**src/rtl/sign_rate_accumulator_pkg.sv**
```systemverilog
// Shared constants and FSM state type for the CABAC sign-rate path.
package rdoq_cabac_pkg;
    localparam int CG_SIZE           = 16;
    localparam int ACC_W             = 32;
    localparam int Q15_FRAC_W        = 15;
    localparam int POS_W             = 4;
    localparam int CNT_W             = 5;
    localparam int TMO_W             = 8;
    localparam int SDH_THRESHOLD_DEF = 4;
    localparam int TIMEOUT_CYC_DEF   = 8;

    localparam logic [ACC_W-1:0] IEP_RATE = ACC_W'(32768);

    typedef enum logic [2:0] {
        IDLE,
        SCAN,
        REQ,
        WAIT,
        DONE
    } sign_acc_state_e;
endpackage

```
**src/rtl/sign_rate_accumulator_if.sv**
```systemverilog
// Request, cost-unit and result handshakes of the sign-rate accumulator.
interface sign_rate_accumulator_if;
    import rdoq_cabac_pkg::*;

    logic               in_valid;
    logic               in_ready;
    logic [CG_SIZE-1:0] in_sig_mask;
    logic               in_sdh_en;
    logic               cost_start;
    logic               cost_done;
    logic [ACC_W-1:0]   cost_in;
    logic               out_valid;
    logic               out_ready;
    logic [ACC_W-1:0]   out_rate;
    logic [CNT_W-1:0]   out_num_signs;
    logic               out_err;

    modport master (
        output in_valid, in_sig_mask, in_sdh_en,
        output cost_done, cost_in, out_ready,
        input  in_ready, cost_start,
        input  out_valid, out_rate, out_num_signs, out_err
    );

    modport slave (
        input  in_valid, in_sig_mask, in_sdh_en,
        input  cost_done, cost_in, out_ready,
        output in_ready, cost_start,
        output out_valid, out_rate, out_num_signs, out_err
    );
endinterface

```
**src/rtl/sign_rate_accumulator_cg_sig_priority.sv**
```systemverilog
// Lowest/highest set-bit finder over a coefficient-group significance mask.
module cg_sig_priority
    import rdoq_cabac_pkg::*;
(
    input  logic [CG_SIZE-1:0] i_mask,
    output logic [POS_W-1:0]   o_first_pos,
    output logic [POS_W-1:0]   o_last_pos,
    output logic               o_any
);
    always_comb begin
        o_first_pos = '0;
        o_last_pos  = '0;
        for (int i = CG_SIZE - 1; i >= 0; i--) begin
            if (i_mask[i]) o_first_pos = POS_W'(i);
        end
        for (int i = 0; i < CG_SIZE; i++) begin
            if (i_mask[i]) o_last_pos = POS_W'(i);
        end
        o_any = |i_mask;
    end
endmodule

```
**src/rtl/sign_rate_accumulator.sv**
```systemverilog
// Requests one sign cost per coded sign of a 4x4 group (with SDH) and
// accumulates the Q15 costs into a saturating group sign rate.
module sign_rate_accumulator
    import rdoq_cabac_pkg::*;
#(
    parameter int SDH_THRESHOLD = SDH_THRESHOLD_DEF,
    parameter int TIMEOUT_CYC   = TIMEOUT_CYC_DEF
) (
    input  logic                    clk,
    input  logic                    rst,
    sign_rate_accumulator_if.slave  bus
);
    sign_acc_state_e    r_state;
    sign_acc_state_e    w_state_nxt;
    logic [CG_SIZE-1:0] r_mask;
    logic [CG_SIZE-1:0] w_mask_nxt;
    logic               r_sdh;
    logic [ACC_W-1:0]   r_acc;
    logic [ACC_W-1:0]   w_acc_nxt;
    logic [CNT_W-1:0]   r_cnt;
    logic [CNT_W-1:0]   w_cnt_nxt;
    logic               r_err;
    logic               w_err_nxt;
    logic [TMO_W-1:0]   r_tmo;
    logic [ACC_W-1:0]   r_out_rate;
    logic [CNT_W-1:0]   r_out_num;
    logic               r_out_err;

    logic [POS_W-1:0]   w_first;
    logic [POS_W-1:0]   w_last;
    logic               w_any;
    logic [POS_W-1:0]   w_dist;
    logic               w_hide;
    logic [CG_SIZE-1:0] w_scan_mask;
    logic [CG_SIZE-1:0] w_mask_clr;
    logic [ACC_W:0]     w_sum;
    logic [ACC_W-1:0]   w_sat;
    logic               w_timeout;
    logic               w_start;
    logic               w_in_ready;

    cg_sig_priority u_prio (
        .i_mask      (r_mask),
        .o_first_pos (w_first),
        .o_last_pos  (w_last),
        .o_any       (w_any)
    );

    // SDH drops the sign of the first coefficient when the span is wide enough.
    assign w_dist      = w_last - w_first;
    assign w_hide      = r_sdh && w_any && (int'(w_dist) >= SDH_THRESHOLD);
    assign w_scan_mask = w_hide ? (r_mask & ~(CG_SIZE'(1) << w_first))
                                : r_mask;
    assign w_mask_clr  = r_mask & (r_mask - CG_SIZE'(1));
    assign w_sum       = {1'b0, r_acc} + {1'b0, bus.cost_in};
    assign w_sat       = w_sum[ACC_W] ? '1 : w_sum[ACC_W-1:0];
    assign w_timeout   = (int'(r_tmo) >= TIMEOUT_CYC - 1);

    always_ff @(posedge clk) begin
        if (rst) r_state <= IDLE;
        else     r_state <= w_state_nxt;
    end

    always_comb begin
        w_state_nxt = r_state;
        w_mask_nxt  = r_mask;
        w_acc_nxt   = r_acc;
        w_cnt_nxt   = r_cnt;
        w_err_nxt   = r_err;
        w_start     = 1'b0;
        w_in_ready  = 1'b0;
        unique case (r_state)
            IDLE: begin
                w_in_ready = 1'b1;
                if (bus.in_valid) begin
                    w_state_nxt = SCAN;
                    w_mask_nxt  = bus.in_sig_mask;
                    w_acc_nxt   = '0;
                    w_cnt_nxt   = '0;
                    w_err_nxt   = 1'b0;
                end
            end
            SCAN: begin
                w_mask_nxt  = w_scan_mask;
                w_state_nxt = (w_scan_mask == '0) ? DONE : REQ;
            end
            REQ: begin
                w_start     = 1'b1;
                w_state_nxt = WAIT;
            end
            WAIT: begin
                if (bus.cost_done) begin
                    w_acc_nxt   = w_sat;
                    w_cnt_nxt   = r_cnt + CNT_W'(1);
                    w_mask_nxt  = w_mask_clr;
                    w_state_nxt = (w_mask_clr == '0) ? DONE : REQ;
                end else if (w_timeout) begin
                    w_err_nxt   = 1'b1;
                    w_state_nxt = DONE;
                end
            end
            DONE: begin
                if (bus.out_ready) w_state_nxt = IDLE;
            end
            default: w_state_nxt = IDLE;
        endcase
    end

    always_ff @(posedge clk) begin
        if (rst) begin
            r_mask     <= '0;
            r_sdh      <= 1'b0;
            r_acc      <= '0;
            r_cnt      <= '0;
            r_err      <= 1'b0;
            r_tmo      <= '0;
            r_out_rate <= '0;
            r_out_num  <= '0;
            r_out_err  <= 1'b0;
        end else begin
            r_mask <= w_mask_nxt;
            r_acc  <= w_acc_nxt;
            r_cnt  <= w_cnt_nxt;
            r_err  <= w_err_nxt;
            if (r_state == IDLE && bus.in_valid) r_sdh <= bus.in_sdh_en;
            if (r_state == REQ)       r_tmo <= '0;
            else if (r_state == WAIT) r_tmo <= r_tmo + TMO_W'(1);
            // Result registers change only on DONE entry so they hold across groups.
            if (w_state_nxt == DONE && r_state != DONE) begin
                r_out_rate <= w_acc_nxt;
                r_out_num  <= w_cnt_nxt;
                r_out_err  <= w_err_nxt;
            end
        end
    end

    assign bus.in_ready      = w_in_ready;
    assign bus.cost_start    = w_start;
    assign bus.out_valid     = (r_state == DONE);
    assign bus.out_rate      = r_out_rate;
    assign bus.out_num_signs = r_out_num;
    assign bus.out_err       = r_out_err;
endmodule

```
**src/flat_wrapper.sv**
```systemverilog
// flat-port wrapper written by rule: the top's interface ports become plain ports
module sign_rate_accumulator_flat import rdoq_cabac_pkg::*;
#(
    parameter int SDH_THRESHOLD = SDH_THRESHOLD_DEF,
    parameter int TIMEOUT_CYC   = TIMEOUT_CYC_DEF
)
  (clk, rst, bus_in_valid, bus_in_sig_mask, bus_in_sdh_en, bus_cost_done, bus_cost_in, bus_out_ready, bus_in_ready, bus_cost_start, bus_out_valid, bus_out_rate, bus_out_num_signs, bus_out_err);
  sign_rate_accumulator_if bus_i ();
  input  logic clk;
  input  logic rst;
  input wire logic [$bits(bus_i.in_valid)-1:0] bus_in_valid;
  input wire logic [$bits(bus_i.in_sig_mask)-1:0] bus_in_sig_mask;
  input wire logic [$bits(bus_i.in_sdh_en)-1:0] bus_in_sdh_en;
  input wire logic [$bits(bus_i.cost_done)-1:0] bus_cost_done;
  input wire logic [$bits(bus_i.cost_in)-1:0] bus_cost_in;
  input wire logic [$bits(bus_i.out_ready)-1:0] bus_out_ready;
  output wire logic [$bits(bus_i.in_ready)-1:0] bus_in_ready;
  output wire logic [$bits(bus_i.cost_start)-1:0] bus_cost_start;
  output wire logic [$bits(bus_i.out_valid)-1:0] bus_out_valid;
  output wire logic [$bits(bus_i.out_rate)-1:0] bus_out_rate;
  output wire logic [$bits(bus_i.out_num_signs)-1:0] bus_out_num_signs;
  output wire logic [$bits(bus_i.out_err)-1:0] bus_out_err;
  assign bus_i.in_valid = bus_in_valid;
  assign bus_i.in_sig_mask = bus_in_sig_mask;
  assign bus_i.in_sdh_en = bus_in_sdh_en;
  assign bus_i.cost_done = bus_cost_done;
  assign bus_i.cost_in = bus_cost_in;
  assign bus_i.out_ready = bus_out_ready;
  assign bus_in_ready = bus_i.in_ready;
  assign bus_cost_start = bus_i.cost_start;
  assign bus_out_valid = bus_i.out_valid;
  assign bus_out_rate = bus_i.out_rate;
  assign bus_out_num_signs = bus_i.out_num_signs;
  assign bus_out_err = bus_i.out_err;
  sign_rate_accumulator #(.SDH_THRESHOLD(SDH_THRESHOLD), .TIMEOUT_CYC(TIMEOUT_CYC)) u_core (.clk(clk), .rst(rst), .bus(bus_i));
endmodule
```
**config.mk**
```make
export PLATFORM = sky130hd
export DESIGN_NAME = sign_rate_accumulator_flat
export DESIGN_NICKNAME = d
export VERILOG_FILES = /design/src/rtl/sign_rate_accumulator_pkg.sv /design/src/rtl/sign_rate_accumulator_if.sv /design/src/rtl/sign_rate_accumulator_cg_sig_priority.sv /design/src/rtl/sign_rate_accumulator.sv /design/src/flat_wrapper.sv
export SDC_FILE = /design/constraint.sdc
export NUM_CORES = 1
export LEC_CHECK = 0
export CORE_MARGIN = 5
export CORE_UTILIZATION = 55
export CTS_CLUSTER_DIAMETER = 60
export DETAILED_ROUTE_END_ITERATION = 8
export MAX_ROUTING_LAYER = met4
export PLACE_DENSITY = 0.83
export RECOVER_POWER = 50
export SYNTH_ARGS = -nofsm -noshare
export SYNTH_HDL_FRONTEND = slang
export SYNTH_SLANG_ARGS = --single-unit
```
**constraint.sdc**
```tcl
create_clock -name clk -period 12.3 [get_ports clk]
set_input_delay 1.23 -clock clk [delete_from_list [all_inputs] [get_ports clk]]
set_output_delay 1.23 -clock clk [all_outputs]
set_load 0.03 [all_outputs]
```
==> impl_metrics.ini <==
[synthesis]
synth_common_cells = 104 x dfxtp_1, 82 x a21oi_1, 67 x nand2_1
synth-main-ff-cell = dfxtp_1
synth_top_area_frac = 0.313
syn_nets = 877
synth-edff-count = 0
synth_warnings = 0
syn_inst = 786
async_reset_ff_frac = 0
synth_top_area_cell = dfxtp_1
ys_types = 70
netlist_top_cells_area = dfxtp_1 31%, ha_1 6.8%, a21oi_1 6.2%
synth_area_per_cell_sq_um = 8.47
syn_area_sq_um = 6660
synth.most_common_cell = dfxtp_1
synth-seq-cells = 104
yosysSeqAreaShare = 0.313

[global_routing]
grt_pass1_vias = 6198
antenna_found_initial = 0
grt_usage = 0.277
use_met1 = 0.316
overflow = 0
grtUsageMet2 = 0.470
top_usage_layer = met2
grt_max_degree = 86
met3_usage = 0.0537
grt_first_pass_wirelength_mm = 31.3

[run]
cap_violations = 1

[clock_network]
cts_buffers = 9
root_buffer = clkbuf_16
clkTransAtPathRegs_ps = 80
postCtsSetupRepairBufs = 0
hold_buffers = 0
clkLatencyLatePin_ps = 360
cts_sinks = 104
cts_tree = done
cts_buffer_depth = 2
h-tree-depth = 3
ctsResizeCount = 0

[status]
violations = max-capacitance violations, max-slew violations
status = complete, but fails checks

[die]
initial_core_util = 0.557
die_area_sq_um = 14400
ios = 95
die-height_um = 120
die_x_um = 120
num_rows = 40
core_sq_um = 12000

[timing]
clock_skew_ps = 14.3
hold_viol_final = 0
fin_crit_ps = 5760
finalMaxSlewViolations = 86
max_slew_margin = -1.54
fin_setup_tns_ps = 0
period_share = 0.468
max_clock_freq_mhz = 174
worst_pin_slew_ps = 3800
rsz0062_at_grt = false
setup-violations-final = 0

[cells_and_area]
multi_input_area_sq_um = 4290
nets = 939
drive_gt1_frac = 0.0974
area_growth_pct = 17.9
seqCellArea_sq_um = 2080
antenna_cells = 0
nFillCells = 1010

[critical_path]
crit_buf_inv = 2
path_cells = buf_2 > clkbuf_1 > nor2_1 > o21ai_0 > a21oi_1 > mux2_2
worst-endpoint-arrival_ps = 6010
crit_slowest_cell = clkbuf_1
reg2reg_depth = 17
crit_type = input port to flop
startpoint_type = input port
r2r_setup_slack_ps = 7210
critical_path_required_ps = 12550
reg2reg_to = u_core.bus.out_rate[0]
crit_cells = 6
cp_top_family = buffers and inverters
cp_max_fo = 85
cpPeakStageDelay_ps = 2640
worst_setup_path_end_kind = flop
rr_startpoint = u_core.r_mask[14]

[placed_design]
gp_congestion = 0.927
detailed_place_hpwl_mm = 13.8
portBuffers = 94

[power]
total_power_mw = 1.50
vdd_ir_drop_max_uv = 120
powerDensity_nw_per_um2 = 191
p_leak_nw = 3.24

[min_path]
hold-path-cell-count = 2
hp-class = flop to flop
min_delay_worst_endpoint = u_core.r_err
hold_start = u_core.r_err

[detailed_routing]
via_per_inst = 6.22
drtAntennaViolNets = 0
dr.pass1.iters = 8
drtIter0Drc = 510
wirelength_mm = 19.3
wl_per_cell_um = 19.3
vias = 6215
drc = 0
-- logic make-up (layout without fill, tap and decap cells) --
kind of cell	Yosys count	in the layout	share of synthesized area
buffers and inverters	63	129	0.0451
DFF	104	104	0.313
adders and majority gates	38	38	0.0721
AOI/OAI and AO/OA	250	250	0.245
muxes	41	41	0.0802
and+or+nand+nor	254	254	0.198
xor gates and xnor gates	36	36	0.0473
-- layout make-up --
cell class | instances | share of cell area
repair buffers | 99 | 0.123
clock inverters | 6 | 0.00637
well taps | 147 | 0.0234
multi-input cells | 619 | 0.546
flip-flops and latches | 104 | 0.265
inverters | 15 | 0.00717
clock buffers | 9 | 0.0287
-- worst reg2reg max path, delay by kind of cell, from the launching register on --
kind            cells  cell delay (ps)
compound gates      7             1800
simple gates        6             1200
buf+inv             2              750
flops               1              540
mux                 1              430
fa+ha+maj           1              270
-- metal layers --
layer | part of all wire | up-vias | wire length, um
li1 | - | 2975 | -
met1 | 0.41 | 2971 | 7900
met2 | 0.50 | 207 | 9610
met3 | 0.052 | 62 | 992
met4 | 0.040 | 0 | 767
met5 | 0 | - | 0
-- metrics by stage --
| step | setup WS (ps) | area, sq um | util | hold slack, ps | std cells |
|---|---|---|---|---|---|
| 2_1_floorplan | 7940 | 6660 | - | 440 | 786 |
| 3_3_place_gp | 7010 | 7580 | 0.634 | 455 | 984 |
| 3_5_place_dp | 6810 | 7580 | 0.634 | 458 | 984 |
| 4_1_cts | 7200 | 7860 | 0.657 | 468 | 999 |
| 5_1_grt | 6030 | 7850 | 0.657 | 496 | 999 |
| 6_report | 6540 | 7850 | 0.657 | 467 | 999 |
-- where the power goes --
part | switching [mW] | total [mW] | internal, mW
Sequential | 0.0818 | 0.450 | 0.369
Clock | 0.138 | 0.278 | 0.140
Combinational | 0.502 | 0.773 | 0.272
Total | 0.722 | 1.50 | 0.780
-- sequential cells by signal (all words and copies together) (netlist names) --
signal	cells
u_core.r_state	3
u_core.r_mask	16
u_core.r_cnt	5
u_core.bus.out_rate	32
u_core.r_acc	32
u_core.r_err	1
u_core.bus.out_num_signs	5
u_core.r_tmo	8
u_core.r_sdh	1
u_core.bus.out_err	1
-- layout by cell type (no fill, tap or decap), types with 4 or more instances in the layout --
cell	n
nor2_1	61
o221a_2	7
nand3_1	19
nor2b_1	48
clkdlybuf4s50_1	52
o21bai_1	4
nand2b_1	10
o31ai_1	12
clkbuf_16	9
mux2_4	20
nand4_1	7
dfxtp_1	104
a21oi_1	82
and3_1	7
o21ai_0	51
buf_4	4
inv_1	15
nor3_1	12
mux2_2	19
nor4_4	4
ha_1	36
xnor2_1	19
nand2_1	67
xor2_1	17
a21o_1	16
o21a_1	6
a22oi_1	12
a211oi_1	16
a31oi_1	5
dlygate4sd3_1	41
or2_2	4
-- worst max path at each step --
stage,from,to,slack (ps)
CTS,bus_cost_in[0],u_core.bus.out_rate[1],7200
global route,rst,u_core.bus.out_rate[24],6030
global placement,bus_cost_in[0],u_core.bus.out_rate[1],7010
detailed placement,bus_cost_in[0],u_core.bus.out_rate[1],6810
floorplan,bus_cost_in[0],u_core.bus.out_rate[30],7940
finish,rst,u_core.bus.out_rate[16],6540
Note: power is estimated with default switching activity, not from simulation.
